$ cat config.mk
export PLATFORM = sky130hd
export DESIGN_NAME = lvds_rx_align
export DESIGN_NICKNAME = d
export VERILOG_FILES = /design/src/rtl/lvds_rx_align.sv
export SDC_FILE = /design/constraint.sdc
export NUM_CORES = 1
export LEC_CHECK = 0
export ABC_AREA = 1
export ABC_CLOCK_PERIOD_IN_PS = 1700
export CAP_MARGIN = 20
export CORE_AREA = 2 2 103 115
export DETAILED_ROUTE_END_ITERATION = 16
export DIE_AREA = 0 0 105 117
export PLACE_DENSITY = 0.76
export SLEW_MARGIN = 15
export SYNTH_ARGS = -nofsm -noshare
export SYNTH_HDL_FRONTEND = slang
export SYNTH_SLANG_ARGS = --single-unit
$ cat constraint.sdc
create_clock -name pclk -period 1.7 [get_ports pclk]
set_input_delay 0.17 -clock pclk [delete_from_list [all_inputs] [get_ports pclk]]
set_output_delay 0.17 -clock pclk [all_outputs]
set_load 0.005 [all_outputs]
$ cat src/rtl/lvds_rx_align.sv
// 7:1 LVDS receive word aligner. It finds the clock-lane bit offset and applies that rotation to every lane.
// Define LVDS_RX_ALIGN_ERRCNT_EN to build the lifetime clock-lane mismatch counter that drives err_total.
module lvds_rx_align #(
    parameter int unsigned LANES       = 6,
    parameter int unsigned CLK_LANE    = 5,
    parameter logic [6:0]  CLK_PATTERN = 7'b1100011,
    parameter int unsigned LOCK_COUNT  = 16,
    parameter int unsigned ERR_LIMIT   = 4
) (
    input  logic                 pclk,
    input  logic                 reset_n,
    input  logic [7*LANES-1:0]   din,
    output logic [7*LANES-1:0]   q,
    output logic                 valid,
    output logic                 locked,
    output logic [2:0]           rot,
    output logic                 lock_lost,
    output logic [15:0]          err_total
);

    localparam int MCW = $clog2(LOCK_COUNT + 1);
    localparam int ECW = $clog2(ERR_LIMIT + 1);
    localparam logic [MCW-1:0] LOCK_CNT_MAX = MCW'(LOCK_COUNT);
    localparam logic [ECW-1:0] ERR_CNT_MAX  = ECW'(ERR_LIMIT);

    typedef enum logic [1:0] {
        SEARCH = 2'd0,
        CHECK  = 2'd1,
        LOCKED = 2'd2
    } state_t;

    state_t                   state_q, state_d;
    logic [2:0]               rot_q, rot_d, rotNext;
    logic [MCW-1:0]           matchCnt_q, matchCnt_d;
    logic [ECW-1:0]           errCnt_q, errCnt_d;
    logic                     lockLost_q, lockLost_d;
    logic                     valid_q;
    logic [LANES-1:0][6:0]    prev_q;
    logic [LANES-1:0][6:0]    curWord;
    logic [LANES-1:0][6:0]    window;
    logic [7*LANES-1:0]       q_q, q_d;
    logic                     clkMatch;

    // Each lane's window is a 7-bit slice of {current word, previous word}, starting at the shared offset.
    always_comb begin
        curWord = '0;
        window  = '0;
        q_d     = '0;
        for (int i = 0; i < LANES; i++) begin
            for (int k = 0; k < 7; k++) begin
                curWord[i][k] = din[LANES*k + i];
            end
            window[i] = 7'({curWord[i], prev_q[i]} >> rot_q);
            for (int k = 0; k < 7; k++) begin
                q_d[LANES*k + i] = window[i][k];
            end
        end
    end

    assign clkMatch = (window[CLK_LANE] == CLK_PATTERN);

    always_comb begin
        state_d    = state_q;
        rot_d      = rot_q;
        matchCnt_d = matchCnt_q;
        errCnt_d   = errCnt_q;
        lockLost_d = 1'b0;
        rotNext    = (rot_q == 3'd6) ? 3'd0 : rot_q + 3'd1;
        case (state_q)
            SEARCH: begin
                if (clkMatch) begin
                    if (LOCK_COUNT == 1) begin
                        state_d    = LOCKED;
                        matchCnt_d = '0;
                        errCnt_d   = '0;
                    end else begin
                        state_d    = CHECK;
                        matchCnt_d = MCW'(1);
                    end
                end else begin
                    rot_d = rotNext;
                end
            end
            CHECK: begin
                if (clkMatch) begin
                    if (matchCnt_q + MCW'(1) == LOCK_CNT_MAX) begin
                        state_d    = LOCKED;
                        matchCnt_d = '0;
                        errCnt_d   = '0;
                    end else begin
                        matchCnt_d = matchCnt_q + MCW'(1);
                    end
                end else begin
                    state_d    = SEARCH;
                    rot_d      = rotNext;
                    matchCnt_d = '0;
                end
            end
            LOCKED: begin
                // Offset stays frozen while locked and is kept when lock drops, so the rescan resumes here.
                if (clkMatch) begin
                    errCnt_d = '0;
                end else if (errCnt_q + ECW'(1) == ERR_CNT_MAX) begin
                    state_d    = SEARCH;
                    errCnt_d   = '0;
                    matchCnt_d = '0;
                    lockLost_d = 1'b1;
                end else begin
                    errCnt_d = errCnt_q + ECW'(1);
                end
            end
            default: begin
                state_d    = SEARCH;
                matchCnt_d = '0;
                errCnt_d   = '0;
            end
        endcase
    end

    always_ff @(posedge pclk) begin
        if (!reset_n) begin
            state_q    <= SEARCH;
            rot_q      <= 3'd0;
            matchCnt_q <= '0;
            errCnt_q   <= '0;
            lockLost_q <= 1'b0;
            valid_q    <= 1'b0;
            prev_q     <= '0;
            q_q        <= '0;
        end else begin
            state_q    <= state_d;
            rot_q      <= rot_d;
            matchCnt_q <= matchCnt_d;
            errCnt_q   <= errCnt_d;
            lockLost_q <= lockLost_d;
            valid_q    <= (state_q == LOCKED);
            prev_q     <= curWord;
            q_q        <= q_d;
        end
    end

`ifdef LVDS_RX_ALIGN_ERRCNT_EN
    logic [15:0] errTotal_q, errTotal_d;

    always_comb begin
        errTotal_d = errTotal_q;
        if (state_q == LOCKED && !clkMatch && errTotal_q != 16'hFFFF) begin
            errTotal_d = errTotal_q + 16'd1;
        end
    end

    always_ff @(posedge pclk) begin
        if (!reset_n) begin
            errTotal_q <= 16'h0000;
        end else begin
            errTotal_q <= errTotal_d;
        end
    end

    assign err_total = errTotal_q;
`else
    assign err_total = 16'h0000;
`endif

    assign q         = q_q;
    assign valid     = valid_q;
    assign locked    = (state_q == LOCKED);
    assign rot       = rot_q;
    assign lock_lost = lockLost_q;

endmodule

==> results.env <==
RESULT_OF_THE_RUN='complete, but fails checks'
VIOLATIONS='setup timing'
PATH_CELLS='buf_6 -> nand2_2 -> nand3_2 -> nand3_2 -> nand2_2 -> nand2_1 -> nor2_4 -> nand2_4 -> nand2_4 -> nand3_4 -> nand2_1 -> a21oi_1'
CRITICAL-PATH-SLOWEST-CELL='sky130_fd_sc_hd__dfxtp_4'
SYN_INST=750
ELEMENT_TYPE_AT_THE_CRITICAL_PATH_START='flop'
CTS_INSERTED_BUFFERS=9
FINAL_HOLD_VIOL_COUNT=0
SYNTH.AVG_CELL_AREA_UM2=6.73
ANTENNA_FOUND_INITIAL=0
ROUTED-VIA-COUNT=5377
FINAL_LAYOUT_SIZE_SUFFIX_GT1_FRAC=0.184
DESIGN.FINAL.NETS=925
FIRST_GLOBAL_VIAS=4962
FINAL_CELL_AREA_UM2=7010
GR-USAGE-ALL-LAYERS=0.234
CLOCK_SINK_COUNT=99
DETAIL_ROUTE.ITER0.VIOLATIONS=337
FP.COREAREA_UM2=11200
STD_CELL_ROWS=41
VDD_DROP_MAX_mV=0.599
SYNTH.FF_LATCH_COUNT=99
HP-CLASS='in2reg'
BUFFER_PORTS.INSERTED=91
FINALSETUPTNS_NS=-0.726
P_TOTAL_mW=8.66
CTS-ROOT-BUF='sky130_fd_sc_hd__clkbuf_16'
POWER_PER_CELL_AREA_nW_PER_UM2=1230
FLOORPLAN.IO_PINS=108
ROUTABILITYCONGESTION=0.907
ROUTED_WIRE_LENGTH_PER_INSTANCE_UM=14.2
CRITICAL_PATH.MAX_FANOUT=7
TIMING.HOLD.WORST.START='reset_n'
DIE_HEIGHT_UM=117
SYNTH-EDFF-COUNT=0
ROUTE.FINAL.WIRE_LENGTH_MM=14.7
WORST_REG2REG_PATH_LENGTH_IN_CELLS=12
SYNTH_AREA_UM2=5050
SYNTH_CELL_TYPES=41
DETAILEDROUTE.FIRSTPASSITERATIONCOUNT=5
CTS.HTREE.LEVELS=3
FRACTION_OF_REGISTERS_WITH_ASYNC_SET_RESET=0
INITIAL_CORE_UTIL=0.452
DOMINANT_CELL_BY_COUNT_IN_THE_SYNTHESIZED_NETLIST='sky130_fd_sc_hd__nand2_1'
REPORT.FINAL.SLEW_VIOL_COUNT=0
ANT_NETS=0
MAXCLOCKFREQUENCY_MHz=556
INSTANCES_NO_FILL=1032
DESTINATION_OF_THE_WORST_HOLD_PATH='prev_q[36]'
FINAL_CORE_UTIL=0.627
SYNTH_COMMON_CELLS='224 x sky130_fd_sc_hd__nand2_1, 99 x sky130_fd_sc_hd__dfxtp_1, 93 x sky130_fd_sc_hd__inv_1'
SETUP.WORST_PATH.CLASS='reg2reg'
AREA_DELTA_SYNTH_FINAL_PCT=38.8
SETUP.WORST_PATH.END_CLASS='flop'
SYNTH_TOP_AREA_CELL='sky130_fd_sc_hd__dfxtp_1'
PLACED_AREA_UM2=6370
MAX_STAGE_DELAY_NS=0.44
DRC=0
FINAL.MIN_CLOCK_PERIOD_NS=1.80
CRITPATHARRIVALTIME_NS=2.02
TIMING.RR.START='rot[0]'
HOLDWS_NS=0.298
PLACE_WS_NS=-0.192
SEQ_AREA_FRAC_SYNTH=0.392
CLOCK_TREE.BUFFER_DEPTH=2
WORST_R2R_ENDPOINT='matchCnt_q[4]'
CLOCK-SKEW-FINAL_NS=0.00974
SYNTH_TOP_AREA_SHARE=0.392
WORST_EP_REQUIRED_TIME_NS=1.92
YS.FLOP_TYPE='sky130_fd_sc_hd__dfxtp_1'
DIE_W_UM=105
DPL.CELL_COUNT=1008
GRT_OVERFLOW_TOTAL=0
MIN_PERIOD_OVER_PERIOD=1.06
R2R_SETUP_SLACK_NS=-0.1
POWER.LEAKAGE_nW=3.28
GRT_START_MAX_NET_PINS=69
HOLD_DEPTH=4
DIE_AREA_UM2=12300
CLK_LATENCY_NS=0.35
CLOCK_TRANSITION_TIME_AT_THE_FLIP_FLOP_CLOCK_PINS_OF_THE_WORST_SETUP_AND_HOLD_PATHS_NS=0.07
POST-DP-HPWL_MM=9.81
DETAIL_ROUTE.VIAS_PER_CELL=5.21
YOSYSWARNINGCOUNT=0
TRITONCTS='yes'
MAX_CAP_VIOLATIONS=0
NUM_ANTENNA_CELLS=0
GRT_SETUP_UNREPAIRED='yes'
WIRE_LENGTH_OF_THE_FIRST_GLOBAL_ROUTING_PASS_MM=23.1
FINALSETUPVIOLATIONS=13
TIMING.FINAL.WS_SETUP_NS=-0.0986
SYNTH.AREA.TOP_CELLS='sky130_fd_sc_hd__dfxtp_1 39%, sky130_fd_sc_hd__nand2_1 17%, sky130_fd_sc_hd__inv_1 6.9%'
-- flip-flops by register name (all words and copies together) (netlist names) --
| register | flops |
|---|---|
| valid | 1 |
| lock_lost | 1 |
| q | 42 |
| errCnt_q | 3 |
| rot | 3 |
| matchCnt_q | 5 |
| prev_q | 42 |
| state_q | 2 |
-- where the power goes --
group	internal (mW)	total, mW	switching [mW]	leakage (nW)
registers	2.65	2.82	0.169	0.821
logic	1.76	3.78	2.02	2.32
clock network	1.21	2.06	0.846	0.146
-- layer usage --
metal  GRT usage  vias up  routed length [µm]  share of wire
li1            -     2613                   -              -
met1       0.289     2467                5950           0.41
met2       0.401      255                7160           0.49
met3      0.0487       42                1150          0.079
met4       0.101        0                 409          0.028
met5           0        -                   0              0
-- cells in the final DEF (no fill, tap or decap), types with 5 or more instances in the layout --
cell type / netlist / final
sky130_fd_sc_hd__nand2_1: 224 / 201
sky130_fd_sc_hd__dfxtp_1: 99 / 95
sky130_fd_sc_hd__inv_1: 93 / 91
sky130_fd_sc_hd__clkdlybuf4s50_1: 0 / 90
sky130_fd_sc_hd__o21ai_0: 68 / 54
sky130_fd_sc_hd__buf_4: 18 / 53
sky130_fd_sc_hd__nor2_1: 40 / 33
sky130_fd_sc_hd__a21oi_1: 30 / 30
sky130_fd_sc_hd__nand3_1: 40 / 29
sky130_fd_sc_hd__nand2_2: 1 / 22
sky130_fd_sc_hd__conb_1: 1 / 16
sky130_fd_sc_hd__o21ai_1: 0 / 13
sky130_fd_sc_hd__nand3_2: 2 / 13
sky130_fd_sc_hd__a211oi_1: 13 / 12
sky130_fd_sc_hd__clkbuf_16: 0 / 11
sky130_fd_sc_hd__a31oi_1: 10 / 10
sky130_fd_sc_hd__o22ai_1: 9 / 9
sky130_fd_sc_hd__or2_2: 9 / 9
sky130_fd_sc_hd__buf_6: 2 / 9
sky130_fd_sc_hd__nor2_2: 3 / 7
sky130_fd_sc_hd__nor2_4: 3 / 6
sky130_fd_sc_hd__inv_2: 6 / 5
-- worst max-delay path by stage --
stage | from | end | slack, ns | depth (start not counted)
global route | rot[0] | matchCnt_q[4] | -0.21 | 12
global placement | din[11] | rot[1] | -0.18 | 12
finish | rot[0] | matchCnt_q[4] | -0.1 | 12
detailed placement | din[11] | matchCnt_q[4] | -0.19 | 11
floorplan | rot[0] | rot[1] | 0.006 | 13
CTS | rot[1] | matchCnt_q[4] | -0.01 | 13
-- cell type report --
class                           instances  area, µm²
Timing Repair Buffer                  159       1530
Multi-Input combinational cell        507       2600
Clock inverter                          2       35.0
Sequential cell                        99       1990
Fill cell                            1010       4170
Clock buffer                           13        260
Tap cell                              150        188
Inverter                              102        404
-- worst max-delay path: cells and delay by family, from the launching register on --
kind	cells	cell delay, ns
simple gates	10	1.02
flops	1	0.44
buf+inv	1	0.17
compound gates	1	0.07
-- timing repair --
action,4_1_cts,5_1_grt
pin swaps,6,16
hold buffers,0,0
endpoints found under the setup margin,28,37
setup buffers,1,6
resized for setup,21,67
cloned,0,2
-- cells by family after synthesis --
kind of cell             after synthesis  synth area share
AO/OA/AOI/OAI                        148             0.169
XOR/XNOR                               2           0.00347
buffers and inverters                159             0.137
other                                  1          0.000742
multiplexers                           5           0.00991
flip-flops                            99             0.392
adder cells (fa/ha/maj)                3           0.00743
AND/OR/NAND/NOR                      333             0.280
(Power assumes the default switching activity.)
